`src/rtl/pipe_stall_ctrl.sv`:
```
// Pipeline control for the 5-stage core: turns stall, busy, redirect and fetch-ack
// into per-register enables and valid-ins, and owns stage valids, fetch-discard FSM and perf counters.
module pipe_stall_ctrl #(
  parameter int CNT_W = 32
) (
  input  logic             clk,
  input  logic             rstn,
  input  logic             hazard_stall,
  input  logic             br_taken,
  input  logic             mem_busy,
  input  logic             if_ack,
  output logic             if_req,
  output logic             pc_en,
  output logic             pc_sel_redirect,
  output logic             if_id_en,
  output logic             id_ex_en,
  output logic             ex_mem_en,
  output logic             mem_wb_en,
  output logic             if_id_vin,
  output logic             id_ex_vin,
  output logic             ex_mem_vin,
  output logic             mem_wb_vin,
  output logic             v_id,
  output logic             v_ex,
  output logic             v_mem,
  output logic             v_wb,
  output logic [CNT_W-1:0] stall_cnt,
  output logic [CNT_W-1:0] flush_cnt
);

  typedef enum logic {ST_RUN = 1'b0, ST_DROP = 1'b1} state_t;

  state_t           r_state;
  state_t           w_state_nxt;
  logic             r_v_id, r_v_ex, r_v_mem, r_v_wb;
  logic [CNT_W-1:0] r_stall_cnt, r_flush_cnt;
  logic             w_freeze, w_redirect, w_load_use, w_fetch_ok;

  function automatic logic [CNT_W-1:0] sat_inc(input logic [CNT_W-1:0] cnt, input logic inc);
    if (inc && (cnt != {CNT_W{1'b1}})) return cnt + CNT_W'(1);
    return cnt;
  endfunction

  // Priority: a frozen MEM stage defers both redirect and load-use until it drains.
  assign w_freeze   = mem_busy & r_v_mem;
  assign w_redirect = br_taken & r_v_ex & ~w_freeze;
  assign w_load_use = hazard_stall & r_v_id & ~w_freeze & ~w_redirect;
  assign w_fetch_ok = if_ack & (r_state == ST_RUN);

  always_ff @(posedge clk or negedge rstn) begin
    if (!rstn) r_state <= ST_RUN;
    else       r_state <= w_state_nxt;
  end

  // In DROP any ack is the stale response to the pre-redirect PC, so it only releases the FSM.
  always_comb begin
    w_state_nxt = r_state;
    case (r_state)
      ST_RUN:  if (w_redirect && !if_ack) w_state_nxt = ST_DROP;
      ST_DROP: if (if_ack)                w_state_nxt = ST_RUN;
      default: w_state_nxt = ST_RUN;
    endcase
  end

  always_comb begin
    if_req          = rstn;
    pc_en           = 1'b0;
    pc_sel_redirect = 1'b0;
    if_id_en        = 1'b0;
    id_ex_en        = 1'b0;
    ex_mem_en       = 1'b0;
    mem_wb_en       = 1'b0;
    if_id_vin       = 1'b0;
    id_ex_vin       = 1'b0;
    ex_mem_vin      = 1'b0;
    mem_wb_vin      = 1'b0;
    if (rstn) begin
      if (w_freeze) begin
        mem_wb_en = 1'b1;
      end else if (w_redirect) begin
        pc_en           = 1'b1;
        pc_sel_redirect = 1'b1;
        if_id_en        = 1'b1;
        id_ex_en        = 1'b1;
        ex_mem_en       = 1'b1;
        ex_mem_vin      = r_v_ex;
        mem_wb_en       = 1'b1;
        mem_wb_vin      = r_v_mem;
      end else if (w_load_use) begin
        id_ex_en   = 1'b1;
        ex_mem_en  = 1'b1;
        ex_mem_vin = r_v_ex;
        mem_wb_en  = 1'b1;
        mem_wb_vin = r_v_mem;
      end else begin
        pc_en      = w_fetch_ok;
        if_id_en   = 1'b1;
        if_id_vin  = w_fetch_ok;
        id_ex_en   = 1'b1;
        id_ex_vin  = r_v_id;
        ex_mem_en  = 1'b1;
        ex_mem_vin = r_v_ex;
        mem_wb_en  = 1'b1;
        mem_wb_vin = r_v_mem;
      end
    end
  end

  always_ff @(posedge clk or negedge rstn) begin
    if (!rstn) begin
      r_v_id  <= 1'b0;
      r_v_ex  <= 1'b0;
      r_v_mem <= 1'b0;
      r_v_wb  <= 1'b0;
    end else begin
      if (if_id_en)  r_v_id  <= if_id_vin;
      if (id_ex_en)  r_v_ex  <= id_ex_vin;
      if (ex_mem_en) r_v_mem <= ex_mem_vin;
      if (mem_wb_en) r_v_wb  <= mem_wb_vin;
    end
  end

  always_ff @(posedge clk or negedge rstn) begin
    if (!rstn) begin
      r_stall_cnt <= '0;
      r_flush_cnt <= '0;
    end else begin
      r_stall_cnt <= sat_inc(r_stall_cnt, w_freeze | w_load_use);
      r_flush_cnt <= sat_inc(r_flush_cnt, w_redirect);
    end
  end

  assign v_id      = r_v_id;
  assign v_ex      = r_v_ex;
  assign v_mem     = r_v_mem;
  assign v_wb      = r_v_wb;
  assign stall_cnt = r_stall_cnt;
  assign flush_cnt = r_flush_cnt;

endmodule
```
`config.mk`:
```
export PLATFORM = sky130hd
export DESIGN_NAME = pipe_stall_ctrl
export DESIGN_NICKNAME = d
export VERILOG_FILES = /design/src/rtl/pipe_stall_ctrl.sv
export SDC_FILE = /design/constraint.sdc
export NUM_CORES = 1
export LEC_CHECK = 0
export ABC_AREA = 1
export BUFFER_PORTS_ARGS = -buffer_cell sky130_fd_sc_hd__buf_2
export CAP_MARGIN = 20
export CORE_AREA = 3 3 94 96
export DETAILED_ROUTE_END_ITERATION = 8
export DIE_AREA = 0 0 97 99
export PLACE_DENSITY_LB_ADDON = 0.08
export SLEW_MARGIN = 20
export SYNTH_ARGS = -nofsm -noshare
export SYNTH_HDL_FRONTEND = slang
export SYNTH_SLANG_ARGS = --single-unit
```
`constraint.sdc`:
```
create_clock -name clk -period 1.86 [get_ports clk]
set_input_delay 0.186 -clock clk [delete_from_list [all_inputs] [get_ports clk]]
set_output_delay 0.186 -clock clk [all_outputs]
set_load 0.01 [all_outputs]
```
### Word-level counts from Yosys, hierarchy flattened

Cells that the tools add are included.

| storage, ports and cells | value |
|---|---|
| register bits | 69 |
| bits in latches | 0 |
| memory bits (writable) | 0 |
| ROM bits | 0 |
| bits of input ports | 6 |
| memories kept | 0 |

| cells by class | value |
|---|---|
| add/sub/neg operators | 2 |
| multipliers | 0 |
| div/mod/pow operators | 0 |
| order comparisons | 0 |
| equal/unequal tests | 2 |
| shift operators | 0 |
| mux-type cells | 32 |
| bitwise gates (word level) | 11 |
| reductions and logical operators | 4 |

Operators with widths:

| operator | number |
|---|---|
| adder 32 x 1 -> 32 bit, second input constant | 2 |
| two-way mux 32 bit | 2 |
| != test 32 bit, second input constant | 2 |
| two-way mux 1 bit | 29 |
| bitwise AND 1 bit | 7 |
| logical AND 1 bit | 3 |
| inverter 1 bit | 3 |
| case mux 1 bit (2 select lines) | 1 |
| logical NOT 1 bit | 1 |
| OR 1 bit | 1 |

### Logic depth before layout (Yosys ltp)

| depth | value |
|---|---|
| depth after elaboration | 9 |
| mapped depth | 12 |

### Worst setup path after synthesis

Ideal clock, no wire load.

| path | value |
|---|---|
| path type | register -> register |
| start point | register r_stall_cnt[0], in the netlist stall_cnt[0] |
| end point | register r_stall_cnt[29], in the netlist stall_cnt[29] |
| library setup time | 116 ps |
| arrival | 1675 ps |
| slack | 68 ps |
| cell stages (with the launch flop) | 13 |
| buffers on the path | 2 |
| period minus slack after synthesis | 1792 ps |
| path through | dfrtp_1 ha_1 inv_2 nor2_4 nand2_2 nor2_4 nand2_2 nand2_4 inv_2 buf_6 buf_6 nand2_1 nand2_1 |

| between the ends | value |
|---|---|
| word-level cells in the longest chain between the ends | 3 |
| elaborated cells between the ends (all ways) | 5 |
| those cells by class | add/sub (1); eq/ne (1); mux (2); reduce/logical (1) |

Ends and longest elaborated chain:

| what | RTL line | text |
|---|---|---|
| start: declaration | 36 | `logic [CNT_W-1:0] r_stall_cnt, r_flush_cnt;` |
| start signal: assignment | 128 | `r_stall_cnt <= sat_inc(r_stall_cnt, w_freeze \| w_load_use);` |
| branches (longest 3 deep; another with adder 32 x 1 -> 32 bit) | - |  |

Several ways; the timed one is not identified. The select of a mux whose other input is x is not followed.
A chain may end at the register's enable or synchronous reset.

### Worst setup path after layout

| path | value |
|---|---|
| start point | register r_v_mem, in the netlist v_mem |
| end point | output port pc_sel_redirect |

| between the ends | value |
|---|---|
| word-level cells in the longest chain between the ends | 6 |

Ends and longest elaborated chain:

| what | RTL line | text |
|---|---|---|
| start: declaration | 35 | `logic r_v_id, r_v_ex, r_v_mem, r_v_wb;` |
| start signal: assignment | 118 | `if (ex_mem_en) r_v_mem <= ex_mem_vin;` |
| bitwise AND 1 bit * | 45 | `assign w_freeze = mem_busy & r_v_mem;` |
| inverter 1 bit | 46 | `assign w_redirect = br_taken & r_v_ex & ~w_freeze;` |
| bitwise AND 1 bit | 46 |  |
| two-way mux 1 bit | 80 | `end else if (w_redirect) begin` |
| two-way mux 1 bit * | 78 | `if (w_freeze) begin` |
| two-way mux 1 bit * | 77 | `if (rstn) begin` |
| end: declaration | 14 | `output logic pc_sel_redirect,` |

Mark *: on every way between the ends. The rest lies on a longest branch, timed or not.

==> impl_metrics.yaml <==
sta:
  postLayoutSetupSlackWorst_ns: 0.0813
  fmax_ghz: 0.562
  finalClockSkew_ns: 0.0109
  timing.final.crit_share_pct: 95.6
  rsz0062_at_grt: "yes"
  relSlewSlack_pct: 56.3
  timing.final.hold_violations: 0
  finalSetupViolCount: 0
  slew_viol_final: 0
  tightest_slew_ns: 0.656
  period_minus_slack_ns: 1.78
clock_network:
  clock_path_buffers: 2
  cts_root_buffer: "clkbuf_8"
  cts_buffers: 9
  cts_tree: "done"
  post_cts_buffers: 0
  clock-sinks: 69
  insertion_delay_ns: 0.36
  htree_num_levels: 3
  clk_pin_slew_ns: 0.08
run:
  drv_cap: 0
finish:
  nNetsFinal: 819
  n_antenna_cell: 0
  area_delta_synth_final_pct: 22.1
  final_cells: 921
  drive_gt1_share_pct: 18.8
placement:
  place_ws_ns: 0.130
  finalWeightedCongestion: 0.915
  dp.cells: 903
  dpl.hpwl_mm: 9.15
  io_buffers: 84
hold_path:
  hp-class: "input pin to register"
  hold_depth: 3
synth:
  synth.cell_area_mm2: 0.00444
  synth_top_family_by_area: "simple AND/OR/NAND/NOR gates"
  synthMostInstantiatedCell: "nand2_1"
  synth_top_area_share_pct: 38.9
  yosys-top-cells-area: "dfrtp_1 39%, nand2_1 28%, nor2_1 9.4%, inv_1 5.2%, nand3_1 4.5%"
  synth_fa_ha_area_share_pct: 0.563
  synth_common_cells: "327 x nand2_1, 111 x nor2_1, 69 x dfrtp_1"
  synth_compound_area_share_pct: 2.28
  synthXorXnorAreaFrac_pct: 4.34
  synth-edff-count: 0
  synth_cells: 698
  syn_area_per_cell_um2: 6.37
  synth-main-ff-cell: "dfrtp_1"
  muxShareOfSynthArea_pct: 0
  ys_async_sr_fraction_pct: 100
  ys_ff_latch: 69
  synth_largest_area_cell: "dfrtp_1"
  ys_types: 25
  synth_seq_area_share_pct: 38.9
  synth-simple-area-share_pct: 46.3
  syn_nets: 706
  ys_warn_count: 0
worst_setup_path:
  start_kind: "register"
  critPathKind: "register to output port"
  cp_max_fo: 5
  cp_data_required_time_ns: 1.67
  cp-end-kind: "output port"
  worstPathArrival_ns: 1.59
  worstRegToRegCells: 10
global_routing:
  grt_pass1_wl_mm: 20.2
  grt_pass1_vias: 4330
  antenna_found_initial: 0
  grt_usage_pct: 26.0
  gr-usage-met1_pct: 31.0
  grt.met2_usage_pct: 46.2
  grt.busiest_layer: "met2"
  use_met3_pct: 3.47
  grt_max_degree: 53
  grt-ovfl-total: 0
route:
  vias: 4712
  drc: 0
  wl_per_cell_um: 13.1
  drt_iter0_drc: 220
  drt_wl_total_mm: 12.1
  vias_per_cell: 5.12
  postRouteAntennaNets: 0
  drt_pass1_iterations: 5
floorplanning:
  std_cell_rows: 33
  die_x_um: 97
  initial_utilization_pct: 54.6
  dieHeight_um: 99
  die_area_mm2: 0.00960
  ios: 85
  coreArea_mm2: 0.00813
pwr:
  swShare_pct: 31.7
  p_leak_nw: 2.75
  internal_power_w: 0.00274
  ir_worst_vdd_uv: 491
  pwr_density_cell_mw_per_mm2: 739
  p_seq_share_pct: 43.1
  p_clk_share_pct: 35.1
  total_power_w: 0.00401
  power.switching_w: 0.00127
  combPwrFrac_pct: 21.8
outcome:
  status: "finished, final reports clean"
==> power groups by stage <==
stage / combinational, W / clock (W) / sequential (W)
6_report: 0.000873 / 0.00141 / 0.00173
5_1_grt: 0.000966 / 0.00151 / 0.00175
4_1_cts: 0.000875 / 0.00143 / 0.00173
3_5_place_dp: 0.000867 / 0 / 0.00176
3_3_place_gp: 0.000854 / 0 / 0.00174
2_1_floorplan: 0.000453 / 0 / 0.00182
==> critical path: stages, from the launching register on <==
cell     delay (ns)
dfrtp_1        0.40
nand2_1        0.09
inv_1          0.10
nor2_1         0.11
buf_4          0.17
inv_1          0.12
nor2_1         0.10
buf_2          0.14
==> what timing repair did <==
action / in CTS / in global routing
hold buffers: 2 / 0
setup endpoints to repair: 1 / 20
resized for setup: 1 / 14
hold endpoints to repair: 18 / 0
==> stage by stage <==
step           util, %  hold WS (ns)  setup TNS, ns  area [µm²]
6_report          66.7         0.144              0        5430
5_1_grt           66.7         0.151        -0.0419        5430
4_1_cts           66.1         0.136              0        5380
3_5_place_dp      63.1         0.195              0        5130
3_3_place_gp      63.1         0.194              0        5130
2_1_floorplan        -        -0.110              0        4440
==> state kept, by name, indices dropped and copies added, names as in the netlist <==
signal / cells
flush_cnt: 32
stall_cnt: 32
r_state: 1
v_ex: 1
v_id: 1
v_mem: 1
v_wb: 1
==> kinds of logic after synthesis <==
family                     count (synthesis)
buffers and inverters                     78
DFF                                       69
xor gates and xnor gates                  22
AOI/OAI and AO/OA                         18
adders and majority gates                  2
and+or+nand+nor                          509
==> per-layer routing <==
| layer | share of wire [%] | up-vias |
|---|---|---|
| met4 | 3.4 | 0 |
| met2 | 51 | 177 |
| met1 | 41 | 2137 |
| li1 | - | 2366 |
| met3 | 5.3 | 32 |
| met5 | 0 | - |
==> cells in the final DEF (no fill, tap or decap), types with 2 or more instances in the layout <==
cell           count
a21oi_1            5
buf_2             84
buf_4             27
bufinv_16          2
clkbuf_8          10
clkinv_2           2
dfrtp_1           65
dfrtp_2            4
dlygate4sd3_1      2
ha_1               2
inv_1             61
inv_2              3
nand2_1          327
nand2_2            4
nand3_1           40
nand3b_1           4
nand4_1           13
nor2_1           106
nor2_2             6
nor2_4             3
nor3_1             3
o21ai_0            8
o21bai_1           2
xnor2_1            9
xor2_1            13
==> worst paths after layout <==
check	start	to	slack, ns
max reg2reg	flush_cnt[0]$_DFFE_PN0P_	flush_cnt[19]$_DFFE_PN0P_	0.16
max	v_mem$_DFFE_PN0P_	pc_sel_redirect	0.08
min reg2reg	v_wb$_DFFE_PN0P_	v_wb$_DFFE_PN0P_	0.49
max in group asynchronous	rstn	flush_cnt[12]$_DFFE_PN0P_	0.53
min in group asynchronous	rstn	stall_cnt[5]$_DFFE_PN0P_	0.35
min	mem_busy	v_wb$_DFFE_PN0P_	0.14
==> final cells by class <==
cell class,instances,area (µm²)
clock inverter,6,86.3
sequential,69,1730
clock buffer,10,138
tap,105,131
multi-input combinational,551,2410
inverter,64,240
fill,753,2710
timing repair buffer,116,689
Note: power is estimated with default switching activity, not from simulation.
